**config.mk**
```make
export PLATFORM = sky130hd
export DESIGN_NAME = bus_rr_arbiter
export DESIGN_NICKNAME = d
export VERILOG_FILES = /design/src/rtl/diaosi_types_pkg.sv /design/src/rtl/rr_pick.sv /design/src/rtl/bus_rr_arbiter.sv
export SDC_FILE = /design/constraint.sdc
export NUM_CORES = 1
export LEC_CHECK = 0
export ABC_AREA = 0
export CAP_MARGIN = 30
export CELL_PAD_IN_SITES_DETAIL_PLACEMENT = 1
export CELL_PAD_IN_SITES_GLOBAL_PLACEMENT = 1
export CORE_ASPECT_RATIO = 0.8
export CORE_MARGIN = 2
export CORE_UTILIZATION = 30
export CTS_BUF_LIST = sky130_fd_sc_hd__clkbuf_8
export CTS_CLUSTER_SIZE = 28
export DETAILED_ROUTE_END_ITERATION = 10
export PLACE_DENSITY_LB_ADDON = 0.1
export REMOVE_ABC_BUFFERS = 1
export SLEW_MARGIN = 20
export SYNTH_ARGS = -nofsm -noshare
export SYNTH_HDL_FRONTEND = slang
export SYNTH_SLANG_ARGS = --single-unit
```
**constraint.sdc**
```tcl
create_clock -name CLK -period 1.7 [get_ports CLK]
set_clock_uncertainty 0.1 [all_clocks]
set_input_delay 0.34 -clock CLK [delete_from_list [all_inputs] [get_ports CLK]]
set_output_delay 0.34 -clock CLK [all_outputs]
set_load 0.01 [all_outputs]
```
**src/rtl/diaosi_types_pkg.sv**
```systemverilog
// -----------------------------------------------------------------------------
// diaosi_types_pkg
//   Shared types and constants for the memory-side arbitration logic.
//   - arb_state_t : bus arbiter FSM state encoding
//   - ARB_NREQ    : number of RAM requesters (icache/dcache of both cores)
//   - ARB_BEATS   : words per block transfer (dcache fill / writeback)
//   - C0I..C1D    : requester index map used by gnt/gnt_id
// -----------------------------------------------------------------------------
package diaosi_types_pkg;

  typedef enum logic [1:0] {
    ARB_IDLE  = 2'd0,
    ARB_GRANT = 2'd1
  } arb_state_t;

  localparam int ARB_NREQ  = 4;
  localparam int ARB_BEATS = 2;

  // Requester index order on req/gnt vectors.
  localparam int C0I = 0;  // core 0 icache
  localparam int C0D = 1;  // core 0 dcache
  localparam int C1I = 2;  // core 1 icache
  localparam int C1D = 3;  // core 1 dcache

endpackage

```
**src/rtl/rr_pick.sv**
```systemverilog
// -----------------------------------------------------------------------------
// rr_pick
//   Combinational rotate-priority encoder. Returns the first set bit of vec
//   in the search order ptr, ptr+1, ... wrapping modulo NREQ.
// Ports
//   vec     in   NREQ  candidate request vector
//   ptr     in   IDW   index searched first
//   onehot  out  NREQ  one-hot winner (zero when vec is zero)
//   id      out  IDW   binary index of the winner (zero when vec is zero)
//   any     out  1     vec has at least one bit set
// -----------------------------------------------------------------------------
module rr_pick #(
  parameter int NREQ = 4,
  parameter int IDW  = $clog2(NREQ)
) (
  input  logic [NREQ-1:0] vec,
  input  logic [IDW-1:0]  ptr,
  output logic [NREQ-1:0] onehot,
  output logic [IDW-1:0]  id,
  output logic            any
);

  logic [NREQ-1:0] mask;
  logic [NREQ-1:0] masked;
  logic [NREQ-1:0] src;

  // mask keeps the indices at or above ptr. The lowest set bit of the masked
  // vector is the next candidate in rotation order; if nothing is set there,
  // the search has wrapped and the lowest set bit of the full vector wins.
  genvar gi;
  generate
    for (gi = 0; gi < NREQ; gi++) begin : g_mask
      assign mask[gi] = (gi >= int'(ptr));
    end
  endgenerate

  assign masked = vec & mask;
  assign src    = (|masked) ? masked : vec;
  assign any    = |vec;

  always_comb begin
    id = '0;
    // Descending scan so the lowest set index is the last one written.
    for (int k = NREQ - 1; k >= 0; k--) begin
      if (src[k]) begin
        id = IDW'(k);
      end
    end
  end

  always_comb begin
    onehot = '0;
    if (any) begin
      onehot[id] = 1'b1;
    end
  end

endmodule

```
**src/rtl/bus_rr_arbiter.sv**
```systemverilog
// -----------------------------------------------------------------------------
// bus_rr_arbiter
//   Grants the shared RAM port to one of NREQ requesters. Writeback requests
//   (req_hi) beat reads/fills; each class rotates round-robin on its own
//   pointer. A grant is held for a whole transaction (1 or BEATS words), then
//   released for at least one cycle before the next grant.
// Ports
//   CLK      in   1     system clock, rising edge
//   RST      in   1     asynchronous active-high reset
//   req      in   NREQ  per-requester request level, held until done
//   req_hi   in   NREQ  hi-priority class (writeback), qualified by req
//   req_blk  in   NREQ  1 = BEATS-word transfer, 0 = single word
//   ram_ack  in   1     RAM accepted one word this cycle
//   gnt      out  NREQ  registered one-hot grant
//   gnt_id   out  IDW   binary index of granted requester, valid when busy
//   busy     out  1     a grant is active
//   beat     out  IDW   word index within current transaction
//   done     out  1     pulse the cycle after the final ram_ack
//   abort    out  1     pulse when the granted requester dropped req early
// -----------------------------------------------------------------------------
module bus_rr_arbiter
  import diaosi_types_pkg::*;
#(
  parameter int NREQ  = ARB_NREQ,
  parameter int BEATS = ARB_BEATS,
  parameter int IDW   = $clog2(NREQ)
) (
  input  logic            CLK,
  input  logic            RST,
  input  logic [NREQ-1:0] req,
  input  logic [NREQ-1:0] req_hi,
  input  logic [NREQ-1:0] req_blk,
  input  logic            ram_ack,
  output logic [NREQ-1:0] gnt,
  output logic [IDW-1:0]  gnt_id,
  output logic            busy,
  output logic [IDW-1:0]  beat,
  output logic            done,
  output logic            abort
);

  // ---------------------------------------------------------------------------
  // State
  // ---------------------------------------------------------------------------
  arb_state_t      state_reg,  state_next;
  logic [IDW-1:0]  ptr_hi_reg, ptr_hi_next;
  logic [IDW-1:0]  ptr_lo_reg, ptr_lo_next;
  logic [NREQ-1:0] gnt_reg,    gnt_next;
  logic [IDW-1:0]  gnt_id_reg, gnt_id_next;
  logic [IDW-1:0]  beat_reg,   beat_next;
  logic            done_reg,   done_next;
  logic            abort_reg,  abort_next;
  // Transaction attributes captured at grant time; later changes on the
  // requester's inputs must not alter an in-flight transaction.
  logic            blk_reg,    blk_next;
  logic            cls_hi_reg, cls_hi_next;

  // ---------------------------------------------------------------------------
  // Per-class pickers and class mux
  // ---------------------------------------------------------------------------
  logic [NREQ-1:0] hi_vec;
  logic [NREQ-1:0] hi_onehot, lo_onehot;
  logic [IDW-1:0]  hi_id,     lo_id;
  logic            hi_any,    lo_any;
  logic [NREQ-1:0] pick_onehot;
  logic [IDW-1:0]  pick_id;

  // req_hi only counts for requesters that are actually requesting.
  assign hi_vec = req & req_hi;

  rr_pick #(
    .NREQ (NREQ),
    .IDW  (IDW)
  ) u_pick_hi (
    .vec    (hi_vec),
    .ptr    (ptr_hi_reg),
    .onehot (hi_onehot),
    .id     (hi_id),
    .any    (hi_any)
  );

  rr_pick #(
    .NREQ (NREQ),
    .IDW  (IDW)
  ) u_pick_lo (
    .vec    (req),
    .ptr    (ptr_lo_reg),
    .onehot (lo_onehot),
    .id     (lo_id),
    .any    (lo_any)
  );

  assign pick_onehot = hi_any ? hi_onehot : lo_onehot;
  assign pick_id     = hi_any ? hi_id     : lo_id;

  // ---------------------------------------------------------------------------
  // Transaction bookkeeping helpers
  // ---------------------------------------------------------------------------
  logic           last_word;
  logic           req_granted;
  logic [IDW-1:0] ptr_after;

  assign last_word   = blk_reg ? (beat_reg == IDW'(BEATS - 1)) : (beat_reg == '0);
  assign req_granted = req[gnt_id_reg];
  // Rotate past the requester just served so it goes to the back of its class.
  assign ptr_after   = (int'(gnt_id_reg) == NREQ - 1) ? '0 : gnt_id_reg + IDW'(1);

  // ---------------------------------------------------------------------------
  // Next-state / output logic
  // ---------------------------------------------------------------------------
  always_comb begin
    state_next  = state_reg;
    ptr_hi_next = ptr_hi_reg;
    ptr_lo_next = ptr_lo_reg;
    gnt_next    = gnt_reg;
    gnt_id_next = gnt_id_reg;
    beat_next   = beat_reg;
    blk_next    = blk_reg;
    cls_hi_next = cls_hi_reg;
    done_next   = 1'b0;
    abort_next  = 1'b0;

    case (state_reg)
      ARB_IDLE: begin
        // Entering IDLE always clears gnt, so any grant issued here is at
        // least one cycle after the previous one was released.
        if (lo_any) begin
          state_next  = ARB_GRANT;
          gnt_next    = pick_onehot;
          gnt_id_next = pick_id;
          blk_next    = req_blk[pick_id];
          cls_hi_next = hi_any;
          beat_next   = '0;
        end
      end

      ARB_GRANT: begin
        // An ack in the same cycle as a req drop still completes the word,
        // so the ack branch is checked first.
        if (ram_ack) begin
          if (last_word) begin
            done_next = 1'b1;
          end else begin
            beat_next = beat_reg + IDW'(1);
          end
        end else if (!req_granted) begin
          abort_next = 1'b1;
        end

        if ((ram_ack && last_word) || (!ram_ack && !req_granted)) begin
          state_next = ARB_IDLE;
          gnt_next   = '0;
          beat_next  = '0;
          if (cls_hi_reg) begin
            ptr_hi_next = ptr_after;
          end else begin
            ptr_lo_next = ptr_after;
          end
        end
      end

      default: begin
        state_next = ARB_IDLE;
        gnt_next   = '0;
        beat_next  = '0;
      end
    endcase
  end

  // ---------------------------------------------------------------------------
  // State register
  // ---------------------------------------------------------------------------
  always_ff @(posedge CLK or posedge RST) begin
    if (RST) begin
      state_reg  <= ARB_IDLE;
      ptr_hi_reg <= '0;
      ptr_lo_reg <= '0;
      gnt_reg    <= '0;
      gnt_id_reg <= '0;
      beat_reg   <= '0;
      done_reg   <= 1'b0;
      abort_reg  <= 1'b0;
      blk_reg    <= 1'b0;
      cls_hi_reg <= 1'b0;
    end else begin
      state_reg  <= state_next;
      ptr_hi_reg <= ptr_hi_next;
      ptr_lo_reg <= ptr_lo_next;
      gnt_reg    <= gnt_next;
      gnt_id_reg <= gnt_id_next;
      beat_reg   <= beat_next;
      done_reg   <= done_next;
      abort_reg  <= abort_next;
      blk_reg    <= blk_next;
      cls_hi_reg <= cls_hi_next;
    end
  end

  // ---------------------------------------------------------------------------
  // Outputs
  // ---------------------------------------------------------------------------
  assign gnt    = gnt_reg;
  assign gnt_id = gnt_id_reg;
  assign busy   = (state_reg == ARB_GRANT);
  assign beat   = beat_reg;
  assign done   = done_reg;
  assign abort  = abort_reg;

endmodule

```
# Word-level counts from Yosys, hierarchy flattened
# Cells that the tools add are included.
[word_totals]
latch_bits = 0
mem_count = 0
output_inout_bits = 11
rom_bits = 0
mem_bits_rw = 0
in_bits = 15
ff_bits = 18
[op_classes]
n_eq_ne = 7
magnitude_cmp = 12
mul = 0
addsub = 2
n_mux = 39
n_bitwise = 4
shift = 0
n_reduce_logical = 18
div = 0
[op_table]
columns = ["cell", "n"]
rows = [
  ["2-bit 2-to-1 mux", 16],
  ["4-bit 2-to-1 mux", 5],
  ["4-bit OR reduction", 4],
  ["4-bit bitwise AND", 3],
  ["2-bit by 3-bit < comparator with 1-bit output, second input constant", 4],
  ["1-bit 2-to-1 mux", 11],
  ["3-bit AND reduction", 3],
  ["1-bit by 2-bit greater-or-equal comparator with 1-bit output, first input constant", 4],
  ["2-bit one-hot mux with 2 select lines", 2],
  ["4-bit one-hot mux with 2 select lines", 1],
  ["2-bit by 1-bit == test with 1-bit output, second input constant", 3],
  ["3-bit by 2-bit inequality test with 1-bit output, second input constant", 2],
  ["2-bit by 1-bit adder with 2-bit output, second input constant", 2],
  ["1-bit binary-select mux with 2-bit select", 2],
  ["1-bit demux with 2-bit select", 2],
  ["2-bit by 1-bit greater-or-equal comparator with 1-bit output, second input constant", 2],
  ["2-bit greater-or-equal comparator, first input constant", 2],
  ["1-bit logical AND", 4],
  ["2-bit logical NOT", 2],
  ["2-bit AND reduction", 2],
  ["1-bit logical NOT", 2],
  ["2-bit by 1-bit inequality test with 1-bit output, second input constant", 1],
  ["2-bit inequality test, second input constant", 1],
  ["1-bit logical OR", 1],
  ["1-bit NOT", 1],
]

# Longest topological paths before layout
[depth]
depth_word = 15
mapped_depth = 8
depth_no_buf = 8

# Cells and area by module
# A second synthesis with hierarchy kept.
[hier_totals]
cells_unflattened = 129
area_unflattened_um2 = 1237.4
[by_module_without_submodules]
columns = ["mod", "n_inst", "seq_area_each_um2", "area_per_inst_um2", "cells_per_inst"]
rows = [
  ["bus_rr_arbiter", 1, 425.4, 872.1, 73],
  ["rr_pick", 2, 0.0, 182.7, 28],
]

# Least setup slack after synthesis
# Ideal clock, no wire load.
[synth_path]
kind = "register to register"
start = "reg beat_reg[0], in the netlist beat[0]"
end = "reg ptr_hi_reg[0]"
arrival_time_ps = 1761
stages_incl_launch_ff = 9
path_buffers = 0
t_required_ps = 1475
path_slack_ps = -286
period_less_slack_ps = 1986
cell_sequence = "dfrtp_1 inv_1 ha_1 mux2_2 and2_1 o21ai_2 inv_1 nand2_1 mux2_2"
[synth_via]
elab_chain_cells = 5
[synth_lines]
columns = ["item", "line", "source"]
rows = [
  ["start, declared", "bus_rr_arbiter.sv:50", "logic [IDW-1:0] beat_reg, beat_next;"],
  ["start signal, assigned", "bus_rr_arbiter.sv:191", "beat_reg <= beat_next;"],
  ["2-bit by 1-bit == test with 1-bit output / 2-bit logical NOT (equally long branches)", "bus_rr_arbiter.sv:103", "assign last_word = blk_reg ? (beat_reg == IDW'(BEATS - 1)) : (beat_reg == '0);"],
  ["1-bit 2-to-1 mux *", "bus_rr_arbiter.sv:103", ""],
  ["1-bit logical AND *", "bus_rr_arbiter.sv:150", "if ((ram_ack && last_word) || (!ram_ack && !req_granted)) begin"],
  ["1-bit logical OR *", "bus_rr_arbiter.sv:150", ""],
  ["3-bit AND reduction (no line) *", "--", ""],
  ["end signal, assigned", "bus_rr_arbiter.sv:187", "ptr_hi_reg <= ptr_hi_next;"],
  ["end, declared", "bus_rr_arbiter.sv:46", "logic [IDW-1:0] ptr_hi_reg, ptr_hi_next;"],
]
# Every way passes the cells marked *; elsewhere a longest branch is shown, timed or not.
# A chain may end at the register's enable or synchronous reset.

# Final worst setup path
[layout_path]
start = "reg beat_reg[0], in the netlist beat[0]"
end = "reg ptr_hi_reg[1]"
# Same word-level chain as after synthesis.

==> flow_summary.yaml <==
routing:
  post_drt_wl_per_cell_microns: 15.6
  vias_per_cell: 5.03
  drtIter0Drc: 63
  drtPass1Iterations: 4
  ant_nets: 0
  wl_mm: 3.51
  drcViolationCount: 0
  via_count: 1132
grt:
  met1_usage_pct: 23.2
  grt-busiest-layer: "met2"
  grt_pass1_vias: 1152
  grt_max_degree: 18
  use_met2_pct: 31.1
  antenna_found_initial: 0
  grtUsageTotal_pct: 17.9
  gr-total-overflow: 0
  use_met3_pct: 4.59
  grt_pass1_wl_mm: 5.61
worst_setup_path:
  path_max_fanout: 3
  r2r_start: "beat[0]"
  worstSetupPathType: "reg2reg"
  critPathCaptureType: "flop"
  start_kind: "flop"
  worstPathArrival_ns: 1.99
  cp.required_ns: 1.73
  crit_start: "beat[0]"
sta:
  max_freq_mhz: 511
  hold_ws_ns: 0.304
  max_slew_margin_pct: 79.9
  finalSetupViolCount: 9
  fin_crit_ns: 1.96
  rsz0062_at_grt: "yes"
  period_share_pct: 115
  final_hold_viol_count: 0
  setup_ws_ns: -0.257
  drv_slew: 0
  worstMarginPinSlew_ns: 0.301
floorplanning:
  initial_core_util_pct: 31.1
  die_x_microns: 70.6
  rows: 19
  pin_count: 26
  chipHeight_microns: 57.3
  core_area_sq_um: 3420
  die_area_sq_um: 4040
layout:
  largest_reg_flops: 4
  fin_cells: 225
  nFillCells: 417
  antenna_cells: 0
  multi_input_area_sq_um: 709
  regArea_sq_um: 427
  nets: 202
  areaGrowthSynthToFinish_pct: 71.7
  drive_gt1_share_pct: 45.4
power_and_ir_drop:
  pwr-share-clk_pct: 10.3
  powerDensity_nw_per_um2: 1580
  p_comb_share_pct: 63.5
  p_leak_nw: 0.891
  swShare_pct: 38.3
  seqPwrFrac_pct: 26.2
  power.internal_mw: 1.78
  vdd_ir_drop_max_uv: 805
  p_sw_mw: 1.10
clock_network:
  clkTransAtPathRegs_ns: 0.07
  hold_buffers: 0
  cts.sinks: 17
  cts_tree: "done"
  cts-htree-levels: 1
  clockBufferDepth: 2
  worstSkewPairLatency_ns: 0.25
  clockRootBuffer: "clkbuf_8"
  cts_made_buffers: 3
yosys:
  ys_seq_elements: 17
  yosysUniqueCellTypes: 39
  async_reset_ff_share_pct: 100
  seq_area_frac_synth_pct: 40.0
  syn_area_sq_um: 1060
  yosys_warnings: 0
  syn_area_per_cell_sq_um: 9.26
  synthCells: 115
  ys.flop_type: "dfrtp_1"
  synth_edf_count: 0
place:
  dp_hpwl_mm: 2.63
  port-buffer-count: 25
  dp_cells: 207
  place_ws_ns: -0.788
  gp_congestion: 0.777
job:
  drv_cap: 0
status:
  outcome: "finished with violations"
  violations: "negative setup slack"
hold_path:
  hold_class: "in2async"
[metal layers]
metal / vias to the layer above / share of wire [%]
li1: 551 / -
met1: 556 / 47
met2: 23 / 49
met3: 2 / 3.8
met4: 0 / 0.34
met5: - / 0
[critical path, stage by stage (launching register included)]
cell,delay [ns]
dfrtp_1,0.40
inv_1,0.06
ha_2,0.16
mux2_4,0.28
and2_4,0.17
o21ai_2,0.13
buf_4,0.14
inv_2,0.03
nand2_2,0.08
mux2_4,0.30
[worst paths after layout]
check	endpoint	slack, ns	depth (start not counted)
max in group asynchronous	ptr_lo_reg[1]	0.98	3
min in group CLK	gnt[1]	0.42	2
min	ptr_hi_reg[0]	0.30	3
max	ptr_hi_reg[1]	-0.26	9
max reg2reg	ptr_hi_reg[1]	-0.26	9
min reg2reg	gnt[1]	0.42	2
[placed cells by master, fill, tap and decap left out, types with 3 or more instances in the layout]
cell type,Yosys,layout
o21ai_0,10,4
dlygate4sd2_1,0,6
buf_6,0,4
inv_1,7,7
mux2_4,1,4
clkbuf_8,0,3
nand3_2,0,4
a21oi_1,6,5
dfrtp_1,17,16
nand2_1,14,13
buf_4,0,38
clkdlybuf4s50_1,0,14
o21ai_1,0,5
nor2_1,9,7
[per-stage QoR]
| step | setup TNS (ns) | instance area, sq um | utilization (%) | total power [mW] |
|---|---|---|---|---|
| 6_report | -1.59 | 1830 | 53.4 | 2.88 |
| 5_1_grt | -2.27 | 1830 | 53.4 | 3.09 |
| 4_1_cts | -1.41 | 1760 | 51.4 | 2.76 |
| 3_5_place_dp | -8.80 | 1560 | 45.7 | 2.21 |
| 3_3_place_gp | -7.84 | 1560 | 45.7 | 2.15 |
| 2_1_floorplan | -1.17 | 1050 | - | 1.44 |
[logic make-up after synthesis]
logic type	count (synthesis)	share of synthesized area, %
adder cells (fa/ha/maj)	3	3.53
AND/OR/NAND/NOR	42	18.6
AO/OA/AOI/OAI	34	23.6
flip-flops	17	40.0
multiplexers	9	10.6
buffers and inverters	10	3.76
[timing repair]
item | CTS | global route
buffers inserted | 8 | 9
pin swaps | 10 | 5
resized for setup | 45 | 14
endpoints found under the setup margin | 17 | 15
[power by group through the flow]
stage / sequential (mW) / combinational (mW) / clock, mW
finish: 0.755 / 1.83 / 0.296
CTS: 0.757 / 1.70 / 0.306
global placement: 0.739 / 1.41 / 0
detailed placement: 0.750 / 1.46 / 0
global route: 0.779 / 1.99 / 0.322
floorplan: 0.799 / 0.640 / 0
[area by class of cell]
| cell class | instances | area share (%) |
|---|---|---|
| inverters | 7 | 1.44 |
| clock buffers | 3 | 2.26 |
| clock inverters | 1 | 0.205 |
| flip-flops and latches | 17 | 23.3 |
| multi-input cells | 88 | 38.8 |
| well taps | 42 | 2.87 |
| repair buffers | 67 | 31.1 |
[synth_stat cells, types with 2 or more instances]
cell     number  area, sq um
o21ai_0      10         50.1
buf_2         2         10.0
o22ai_1       2         12.5
and3_1        2         12.5
nand2_1      14         52.6
a21oi_1       6         30.0
inv_1         7         26.3
nor3_1        4         20.0
mux2_2        4         45.0
nand3_1       4         20.0
and2_1        2         12.5
dfrtp_1      17          425
or3_1         2         12.5
a22o_1        2         17.5
nor2_1        9         33.8
ha_1          3         37.5
mux2i_1       3         30.0
No activity file was read; power rests on OpenSTA's default activity.
